[src/rtl/fetch_top.sv]
// fetch_top: FETCH pipeline stage.
// Owns the PC, issues instruction-memory requests over a level req/valid
// handshake and drives the IF/ID boundary registers consumed by DECODE.
// Ports:
//   clk, reset          - rising-edge clock, asynchronous active-high reset
//   pc_write            - DECODE: 0 holds the PC (hazard stall)
//   if_id_write         - DECODE: 0 holds the IF/ID boundary
//   branch_taken        - M stage redirect request (highest priority)
//   branch_target       - redirect PC, taken verbatim
//   imem_req/imem_addr  - request to instruction memory
//   imem_valid/rdata    - memory response (same cycle on hit, later on miss)
//   out_pc/out_instr    - IF/ID registers: PC and instruction to DECODE
//   out_valid           - IF/ID register: 0 marks a bubble
module fetch_top #(
    parameter int unsigned           ADDR_SIZE  = 32,
    parameter int unsigned           INSTR_SIZE = 32,
    parameter logic [ADDR_SIZE-1:0]  RESET_PC   = ADDR_SIZE'(32'h0000_1000),
    parameter logic [INSTR_SIZE-1:0] NOP_INSTR  = INSTR_SIZE'(32'h0000_0000)
) (
    input  logic                  clk,
    input  logic                  reset,
    input  logic                  pc_write,
    input  logic                  if_id_write,
    input  logic                  branch_taken,
    input  logic [ADDR_SIZE-1:0]  branch_target,
    output logic                  imem_req,
    output logic [ADDR_SIZE-1:0]  imem_addr,
    input  logic                  imem_valid,
    input  logic [INSTR_SIZE-1:0] imem_rdata,
    output logic [ADDR_SIZE-1:0]  out_pc,
    output logic [INSTR_SIZE-1:0] out_instr,
    output logic                  out_valid
);

    localparam logic [ADDR_SIZE-1:0] PC_STEP = ADDR_SIZE'(4);

    // REQ: request outstanding at pc; HOLD: response parked while stalled;
    // DRAIN: waiting out a response made stale by a redirect.
    typedef enum logic [1:0] {
        ST_REQ   = 2'd0,
        ST_HOLD  = 2'd1,
        ST_DRAIN = 2'd2
    } state_e;

    state_e                  state_q,      state_d;
    logic [ADDR_SIZE-1:0]    pc_q,         pc_d;
    logic [ADDR_SIZE-1:0]    drain_addr_q, drain_addr_d;
    logic [INSTR_SIZE-1:0]   buf_q,        buf_d;
    logic [ADDR_SIZE-1:0]    out_pc_q,     out_pc_d;
    logic [INSTR_SIZE-1:0]   out_instr_q,  out_instr_d;
    logic                    out_valid_q,  out_valid_d;
    logic                    adv;

    // Memory side: the request stays up (address stable) until valid is seen.
    // In DRAIN the old address is kept because a request cannot be cancelled.
    assign imem_req  = !reset && (state_q != ST_HOLD);
    assign imem_addr = (state_q == ST_DRAIN) ? drain_addr_q : pc_q;

    assign out_pc    = out_pc_q;
    assign out_instr = out_instr_q;
    assign out_valid = out_valid_q;

    // Next-state and IF/ID update logic.
    always_comb begin
        state_d      = state_q;
        pc_d         = pc_q;
        drain_addr_d = drain_addr_q;
        buf_d        = buf_q;
        out_pc_d     = out_pc_q;
        out_instr_d  = out_instr_q;
        out_valid_d  = out_valid_q;
        adv          = pc_write & if_id_write;

        if (branch_taken) begin
            // Redirect overrides stalls and always flushes IF/ID to a bubble.
            pc_d        = branch_target;
            out_pc_d    = '0;
            out_instr_d = NOP_INSTR;
            out_valid_d = 1'b0;
            buf_d       = NOP_INSTR;
            unique case (state_q)
                ST_REQ: begin
                    // Same-cycle response is simply dropped; otherwise the
                    // outstanding request must be drained at its old address.
                    if (!imem_valid) begin
                        state_d      = ST_DRAIN;
                        drain_addr_d = pc_q;
                    end
                end
                ST_HOLD:  state_d = ST_REQ;
                ST_DRAIN: begin
                    if (imem_valid) begin
                        state_d = ST_REQ;
                    end
                end
                default:  state_d = ST_REQ;
            endcase
        end else begin
            unique case (state_q)
                ST_REQ: begin
                    if (imem_valid) begin
                        if (adv) begin
                            out_pc_d    = pc_q;
                            out_instr_d = imem_rdata;
                            out_valid_d = 1'b1;
                            pc_d        = pc_q + PC_STEP;
                        end else begin
                            buf_d   = imem_rdata;
                            state_d = ST_HOLD;
                        end
                    end
                end
                ST_HOLD: begin
                    if (adv) begin
                        out_pc_d    = pc_q;
                        out_instr_d = buf_q;
                        out_valid_d = 1'b1;
                        pc_d        = pc_q + PC_STEP;
                        state_d     = ST_REQ;
                    end
                end
                ST_DRAIN: begin
                    // Stale response discarded; pc already holds the target.
                    if (imem_valid) begin
                        state_d = ST_REQ;
                    end
                end
                default: state_d = ST_REQ;
            endcase
        end
    end

    // State and IF/ID registers.
    always_ff @(posedge clk or posedge reset) begin
        if (reset) begin
            state_q      <= ST_REQ;
            pc_q         <= RESET_PC;
            drain_addr_q <= RESET_PC;
            buf_q        <= NOP_INSTR;
            out_pc_q     <= '0;
            out_instr_q  <= NOP_INSTR;
            out_valid_q  <= 1'b0;
        end else begin
            state_q      <= state_d;
            pc_q         <= pc_d;
            drain_addr_q <= drain_addr_d;
            buf_q        <= buf_d;
            out_pc_q     <= out_pc_d;
            out_instr_q  <= out_instr_d;
            out_valid_q  <= out_valid_d;
        end
    end

endmodule

[config.mk]
export PLATFORM = sky130hd
export DESIGN_NAME = fetch_top
export DESIGN_NICKNAME = d
export VERILOG_FILES = /design/src/rtl/fetch_top.sv
export SDC_FILE = /design/constraint.sdc
export NUM_CORES = 1
export LEC_CHECK = 0
export CAP_MARGIN = 10
export CORE_MARGIN = 10
export CORE_UTILIZATION = 50
export CTS_BUF_LIST = sky130_fd_sc_hd__clkbuf_16
export DETAILED_ROUTE_END_ITERATION = 8
export GPL_ROUTABILITY_DRIVEN = 0
export PLACE_DENSITY = 0.84
export SETUP_SLACK_MARGIN = 0.3
export SLEW_MARGIN = 25
export SYNTH_ARGS = -nofsm -noshare
export SYNTH_HDL_FRONTEND = slang
export SYNTH_SLANG_ARGS = --single-unit
[constraint.sdc]
create_clock -name clk -period 9.7 [get_ports clk]
set_input_delay 1.455 -clock clk [delete_from_list [all_inputs] [get_ports clk]]
set_output_delay 1.455 -clock clk [all_outputs]
set_load 0.05 [all_outputs]
==> impl_summary.log, run 1 <==
INFO  metric outcome = complete, no violations
INFO  metric power.density = 192 nW/um^2
INFO  metric cts.reportedPaths.clkPinSlew = approximately 0.070 ns
INFO  metric top_level_ports = about 170
INFO  metric final_layout_size_suffix_gt1_share = 12.3%
INFO  metric total_of_buffers_placed_on_input_and_output_ports = 167
INFO  metric cts-buffers-inserted = 17
INFO  metric share_of_the_clock_period_used_by_the_worst_path = 45.2%
INFO  metric layout-area-overhead-vs-synth = 30.3%
INFO  metric detailedRoute.firstPassIterationCount = 6
INFO  metric drt_iter0_drc = 450
INFO  metric die-height = 145 um
INFO  metric tritoncts = done
INFO  metric ant_nets = 0
INFO  metric hold_worst_path_end = drain_addr_q[21]$_DFFE_PP0P_
INFO  metric cts_max_level = 4
INFO  metric regToRegStartpoint = pc_q[2]$_DFFE_PP0P_
INFO  metric timing_hold_violations_final = 0
INFO  metric worstSkewPairLatency = approximately 0.42 ns
INFO  metric critPathArrivalTime = 2.93 ns
INFO  metric avgViaCountPerCell = 5.73
INFO  metric core.rowCount = 45
INFO  metric buffer_count_from_post_cts_setup_fixing = 0
INFO  metric netlist.area_leader.share = 52.0%
INFO  metric synth_area_leader_cell = sky130_fd_sc_hd__dfrtp_1
INFO  metric post_syn_instances = 780
INFO  metric regToRegEndpoint = pc_q[24]$_DFFE_PP0P_
INFO  metric design.final.nets = 978
INFO  metric synth_cell_type_count = between 40 and 50
INFO  metric synth.net_count = between 800 and 900
INFO  metric power.sequential.fraction = 41.8%
INFO  metric drv_cap = 0
INFO  metric area_of_the_core = 15200 sq um
INFO  metric post_layout_nonfiller_instances = about 1.1k
INFO  metric grt_pass1_wl = 33.3 mm
INFO  metric normalized_max_slew_margin = roughly 40%
INFO  metric fmax = 228 MHz
INFO  metric portion_of_the_post_synthesis_area_used_by_sequential_elements = 52.6%
INFO  metric clock_power_share = 35.9%
INFO  metric die_w = 145 um
INFO  metric share_comb_of_total_power = 22.2%
INFO  metric clock_sink_count = 163
INFO  metric share_of_flip_flops_with_an_asynchronous_set_or_reset = 100%
INFO  metric number_of_enable_flip_flop_cells_after_synthesis = 0
INFO  metric n_antenna_cell = 0
INFO  metric worstSetupPathType = primary input to output port
INFO  metric internal_power = 1350 uW
INFO  metric hold_start = drain_addr_q[21]$_DFFE_PP0P_
INFO  metric totalNegativeSetupSlack = 0 ns
INFO  metric detail_route.wirelength = around 21 mm
INFO  metric critical_path.startpoint_type = primary input
INFO  metric path_max_fanout = 2
INFO  metric postCtsResizedCells = 0
INFO  metric postSynthAreaPerCell = 9.94 sq um
INFO  metric synth.top_cells.by_count = sky130_fd_sc_hd__dfrtp_1, sky130_fd_sc_hd__nand2_1, sky130_fd_sc_hd__mux2_2, sky130_fd_sc_hd__a21oi_1, sky130_fd_sc_hd__nor2_1
INFO  metric grt_overflow_total = 0
INFO  metric finalMaxSlewViolations = 0
INFO  metric irDropWorstVdd = 0.000149 V
INFO  metric via_count_of_the_first_global_routing_pass = 6277
INFO  metric grt_max_degree = 115
INFO  metric fin_hold_ws = 0.504 ns
INFO  metric drc_errors = 0
INFO  metric via_count = between 6k and 7k
INFO  metric endpoint_kind = output port
INFO  metric final_instance_area = 10100 sq um
INFO  metric grt_antenna_before_repair = 0
INFO  metric total_leakage_power = between 0.004 and 0.005 uW
INFO  metric synthFlopType = sky130_fd_sc_hd__dfrtp_1
INFO  metric seq_cells_post_synth = 163
INFO  metric ctsHoldBuffers = 0
INFO  metric hold_class = register to register
INFO  metric hold-path-cell-count = 1
INFO  metric synth_top_cells_by_area = sky130_fd_sc_hd__dfrtp_1, sky130_fd_sc_hd__mux2_2, sky130_fd_sc_hd__nand2_1
INFO  metric worst-r2r-setup-slack = 7.04 ns
INFO  metric clk_path_buf_depth = 2
INFO  metric place_hpwl = ~14 mm
INFO  metric reg2regPathDepth = 5
INFO  metric netSwitchingFraction = 30.4%
INFO  metric yosysWarnings = 0
INFO  metric rsz0062_at_grt = false
INFO  metric p_sw = around 590 uW
INFO  metric grt.total_usage = approximately a fifth
INFO  metric yosysMostFrequentCell = sky130_fd_sc_hd__dfrtp_1
INFO  metric final_period_minus_worst_setup_slack = 4.39 ns
INFO  metric detail_route.wl_per_cell = 19.0 um
INFO  metric critPathRequiredTime = between 8 and 9 ns
INFO  metric place_area = 9470 sq um
INFO  metric final.setup_skew = 0.0106 ns
INFO  metric numPlacedInstances = approximately 1.1k
INFO  metric start_util = roughly half
INFO  metric timing.final.setup_violations = 0
INFO  metric floorplan.die_area = 20900 sq um
INFO  metric netlist_area_before_placement = 7750 sq um
INFO  metric ctsRootBufferMaster = sky130_fd_sc_hd__clkbuf_16
INFO  metric worstMarginPinSlew = about 0.9 ns
==> final cells by class <==
cell class / count / area (sq um)
clock inverter: 15 / 176
timing repair buffer: 176 / 1760
multi-input combinational: 541 / 3390
clock buffer: 17 / 425
sequential: 163 / 4080
fill: 1167 / 5100
tap: 188 / 235
inverter: 8 / 37.5
==> worst max-delay path by stage <==
stage,startpoint,to,slack [ns],cells after the start
detailed placement,reset,imem_req,5.35,3
global placement,reset,imem_req,5.34,3
global route,state_q[1]$_DFFE_PP0P_,imem_addr[24],5.19,3
floorplan,reset,buf_q[0]$_DFFE_PP0P_,3.84,1
finish,reset,imem_req,5.31,3
CTS,state_q[1]$_DFFE_PP0P_,imem_addr[24],5.28,3
==> critical path, cell delays in order <==
cell                              delay [ns]
sky130_fd_sc_hd__clkdlybuf4s50_1        0.51
sky130_fd_sc_hd__nor2_1                 0.15
sky130_fd_sc_hd__clkdlybuf4s50_1        0.82
==> layout by cell type, fill, tap and decap left out, types with 2 or more instances in the layout <==
cell type / count
sky130_fd_sc_hd__a211oi_1: 32
sky130_fd_sc_hd__a21oi_1: 66
sky130_fd_sc_hd__a22o_1: 2
sky130_fd_sc_hd__a31oi_1: 15
sky130_fd_sc_hd__and2_1: 2
sky130_fd_sc_hd__and3_1: 4
sky130_fd_sc_hd__and4_1: 4
sky130_fd_sc_hd__buf_4: 9
sky130_fd_sc_hd__bufinv_16: 4
sky130_fd_sc_hd__clkbuf_16: 17
sky130_fd_sc_hd__clkdlybuf4s50_1: 166
sky130_fd_sc_hd__dfrtp_1: 161
sky130_fd_sc_hd__dfstp_2: 2
sky130_fd_sc_hd__inv_1: 12
sky130_fd_sc_hd__mux2_2: 67
sky130_fd_sc_hd__mux2i_1: 33
sky130_fd_sc_hd__nand2_1: 148
sky130_fd_sc_hd__nand3_1: 13
sky130_fd_sc_hd__nand4_1: 14
sky130_fd_sc_hd__nor2_1: 53
sky130_fd_sc_hd__nor2b_1: 3
sky130_fd_sc_hd__nor3_1: 7
sky130_fd_sc_hd__nor4_1: 4
sky130_fd_sc_hd__o211a_1: 2
sky130_fd_sc_hd__o21ai_0: 15
sky130_fd_sc_hd__o31a_1: 2
sky130_fd_sc_hd__o31ai_1: 11
sky130_fd_sc_hd__or3_1: 8
sky130_fd_sc_hd__or4_1: 14
sky130_fd_sc_hd__xnor2_1: 9
==> through the flow <==
step	power (uW)	worst slack [ns]	util, %
after global routing	2010	5.19	66.5
after global placement	1240	5.34	62.3
after detailed placement	1250	5.35	62.3
after CTS	1950	5.28	66.3
after floorplan	1100	3.84	-
final	1940	5.31	66.5
==> layer usage <==
metal	track usage (%)	vias to the layer above	share of wire, %
met2	32.7	198	48
met5	0	-	0
met4	5.05	0	0.91
met3	7.90	15	8.8
li1	-	2993	-
met1	24.3	3146	42
==> kinds of logic (layout without fill, tap and decap cells) <==
kind of cell | count (synthesis) | in the layout | share of synthesized area (%)
flops | 163 | 163 | 52.6
mux | 100 | 100 | 14.0
xor+xnor | 9 | 9 | 1.02
compound gates | 149 | 149 | 11.9
fa+ha+maj | 1 | 1 | 0.161
buf+inv | 76 | 216 | 3.95
simple gates | 282 | 282 | 16.3
==> power by group through the flow <==
| stage | registers (uW) | logic (uW) | clock network (uW) |
|---|---|---|---|
| 5_1_grt | 822 | 461 | 731 |
| 4_1_cts | 811 | 435 | 704 |
| 3_5_place_dp | 822 | 433 | 0 |
| 6_report | 811 | 431 | 697 |
| 2_1_floorplan | 838 | 265 | 0 |
| 3_3_place_gp | 820 | 424 | 0 |
==> registers in the layout, summed over array words and instances, names as in the netlist <==
signal        count
buf_q            32
drain_addr_q     32
out_instr        32
out_pc           32
pc_q             32
state_q           2
out_valid         1
(Power assumes the default switching activity.)
==> run 2: changes to the inputs <==
==> constraint.sdc (replaced) <==
create_clock -name clk -period 4.15 [get_ports clk]
set_input_delay 0.6225 -clock clk [delete_from_list [all_inputs] [get_ports clk]]
set_output_delay 0.6225 -clock clk [all_outputs]
set_load 0.05 [all_outputs]
==> run 2 against run 1 <==
Register-to-register slack worse by 5.4 ns. Clock skew is 0.0048 ns lower. Final cell count rose by 0.18%. Clock power grew 110%. Global-route usage rose by 0.15 points. Cell area decreased by 0.35%. Die area unchanged. Flip-flop and latch count is the same. Count of clock-buffer cells in the layout unchanged.
==> impl_summary.log, run 2 (synthesis gave the netlist of run 1 again) <==
INFO  metric outcome = complete, no violations
INFO  metric fin_hold_ws = 0.502 ns
INFO  metric worst-r2r-setup-slack = between 1.5 and 2 ns
INFO  metric mostFrequentLayoutCells = sky130_fd_sc_hd__clkdlybuf4s50_1, sky130_fd_sc_hd__dfrtp_1, sky130_fd_sc_hd__nand2_1
INFO  metric grt_pass1_wl = 33.4 mm
INFO  metric top_level_ports = 168
INFO  metric die-height = 145 um
INFO  metric totalNegativeSetupSlack = 0 ns
INFO  metric critical_path.startpoint_type = register
INFO  metric place_worst_setup_slack = 1.05 ns
INFO  metric start_util = 51.0%
INFO  metric critPathSlowestCell = sky130_fd_sc_hd__clkdlybuf4s50_1
INFO  metric regToRegStartpoint = pc_q[2]$_DFFE_PP0P_
INFO  metric drv_cap = 0
INFO  metric postCtsResizedCells = 0
INFO  metric ant_nets = 0
INFO  metric detail_route.wl_per_cell = 18.8 um
INFO  metric tritoncts = done
INFO  metric critPathRequiredTime = approximately 3.5 ns
INFO  metric critPathBufInv = 1
INFO  metric ctsHoldBuffers = 0
INFO  metric avgViaCountPerCell = 5.63
INFO  metric final.setup_skew = approximately 0.0058 ns
INFO  metric clk_path_buf_depth = 2
INFO  metric place_hpwl = 14.2 mm
INFO  metric worstSetupPathType = register to output port
INFO  metric path_max_fanout = 32
INFO  metric worstSkewPairLatency = 0.42 ns
INFO  metric buffer_count_from_post_cts_setup_fixing = 0
INFO  metric reg2regPathDepth = 5
INFO  metric critPathArrivalTime = 2.92 ns
INFO  metric timing_hold_violations_final = 0
INFO  metric irDropWorstVdd = 0.000324 V
INFO  metric hold-path-cell-count = 1
INFO  metric normalized_max_slew_margin = 31.1%
INFO  metric finalMaxSlewViolations = 0
INFO  metric share_of_the_clock_period_used_by_the_worst_path = 85.3%
INFO  metric final_common_cell = sky130_fd_sc_hd__clkdlybuf4s50_1
INFO  metric grt.total_usage = 20.2%
INFO  metric die_w = 145 um
INFO  metric total_of_buffers_placed_on_input_and_output_ports = 167
INFO  metric timing.final.setup_violations = 0
INFO  metric floorplan.die_area = approximately 21000 sq um
INFO  metric via_count_of_the_first_global_routing_pass = 6263
INFO  metric ctsRootBufferMaster = sky130_fd_sc_hd__clkbuf_16
INFO  metric regToRegEndpoint = pc_q[30]$_DFFE_PP0P_
INFO  metric design.final.nets = 980
INFO  metric hold_start = drain_addr_q[23]$_DFFE_PP0P_
INFO  metric drt_iter0_drc = around 440
INFO  metric grt_overflow_total = 0
INFO  metric layout-area-overhead-vs-synth = 29.8%
INFO  metric post-route-util = ~66%
INFO  metric num-fill-cells = 1211
INFO  metric rsz0062_at_grt = false
INFO  metric detailedRoute.firstPassIterationCount = 5
INFO  metric worstMarginPinSlew = 1.03 ns
INFO  metric final_layout_size_suffix_gt1_share = 12.6%
INFO  metric cts-buffers-inserted = 17
INFO  metric via_count = 6244
INFO  metric hold_worst_path_end = drain_addr_q[23]$_DFFE_PP0P_
INFO  metric n_antenna_cell = 0
INFO  metric grt_max_degree = 100
INFO  metric power.density = 435 nW/um^2
INFO  metric core.rowCount = 45
INFO  metric cts.reportedPaths.clkPinSlew = 0.06 ns
INFO  metric endpoint_kind = output port
INFO  metric grt_antenna_before_repair = 0
INFO  metric area_of_the_core = 15200 sq um
INFO  metric hold_class = register to register
INFO  metric timing.critical_path.cells = nand2b_2 -> mux2_2 -> clkdlybuf4s50_1
INFO  metric clock_sink_count = 163
INFO  metric fmax = 282 MHz
INFO  metric total_leakage_power = 0.00397 uW
INFO  metric crit_path_max_incr_delay = roughly 0.8 ns
INFO  metric detail_route.wirelength = 20.9 mm
INFO  metric setup_ws = 0.609 ns
INFO  metric drc_errors = 0
INFO  metric cp_top_family = buffers and inverters
INFO  metric final_period_minus_worst_setup_slack = 3.54 ns
INFO  metric cts_max_level = 4
## run 2: cell types whose count changed in the layout (fill, tap and decap cells not counted), sizes merged
cell      previous run  this run
buf                 10        12
bufinv               4         2
clkinvlp             1         4
clkinv               3         8
inv                 15         9
## run 2: metrics by stage
| stage | std cells | instance area [sq um] | total power [uW] |
|---|---|---|---|
| after CTS | 1110 | 10100 | 4420 |
| after global placement | 1078 | 9520 | 2910 |
| after global routing | 1110 | 10100 | 4560 |
| after detailed placement | 1078 | 9520 | 2930 |
| final | 1110 | 10100 | 4380 |
| after floorplan | 780 | 7760 | 2580 |
## run 2: layer usage
| layer | up-vias | global-route usage [%] | wire (um) |
|---|---|---|---|
| met3 | 19 | 8.95 | 2120 |
| met4 | 0 | 4.84 | 228 |
| met2 | 178 | 32.7 | 10000 |
| met5 | - | 0 | 0 |
| li1 | 2993 | - | - |
| met1 | 3054 | 24.1 | 8490 |
## run 2: how the worst max path moves through the flow
stage                                start              endpoint  cells after the start
floorplan                            reset  buf_q[0]$_DFFE_PP0P_                      1
global placement                imem_valid  pc_q[30]$_DFFE_PP0P_                      5
detailed placement              imem_valid  pc_q[30]$_DFFE_PP0P_                      5
CTS                 state_q[1]$_DFFE_PP0P_          imem_addr[9]                      3
global route        state_q[1]$_DFFE_PP0P_          imem_addr[9]                      3
finish              state_q[1]$_DFFE_PP0P_         imem_addr[25]                      3
## run 2: worst register-to-register path: cells and delay by family (launching register included)
kind | cells | cell delay, ns
compound gates | 1 | 0.17
flops | 1 | 0.51
fa+ha+maj | 1 | 0.23
simple gates | 3 | 1.54
## run 2: final cells by class
class,count,area [sq um],area share (%)
flip-flops and latches,163,4080,40.5
multi-input cells,541,3390,33.7
repair buffers,178,1780,17.6
clock buffers,17,425,4.23
well taps,188,235,2.34
clock inverters,15,125,1.24
inverters,8,33.8,0.336
## run 2: where the power goes
| part | total (uW) | internal (uW) | switching [uW] |
|---|---|---|---|
| Clock | 1480 | 867 | 615 |
| Combinational | 1000 | 410 | 594 |
| Sequential | 1900 | 1750 | 142 |
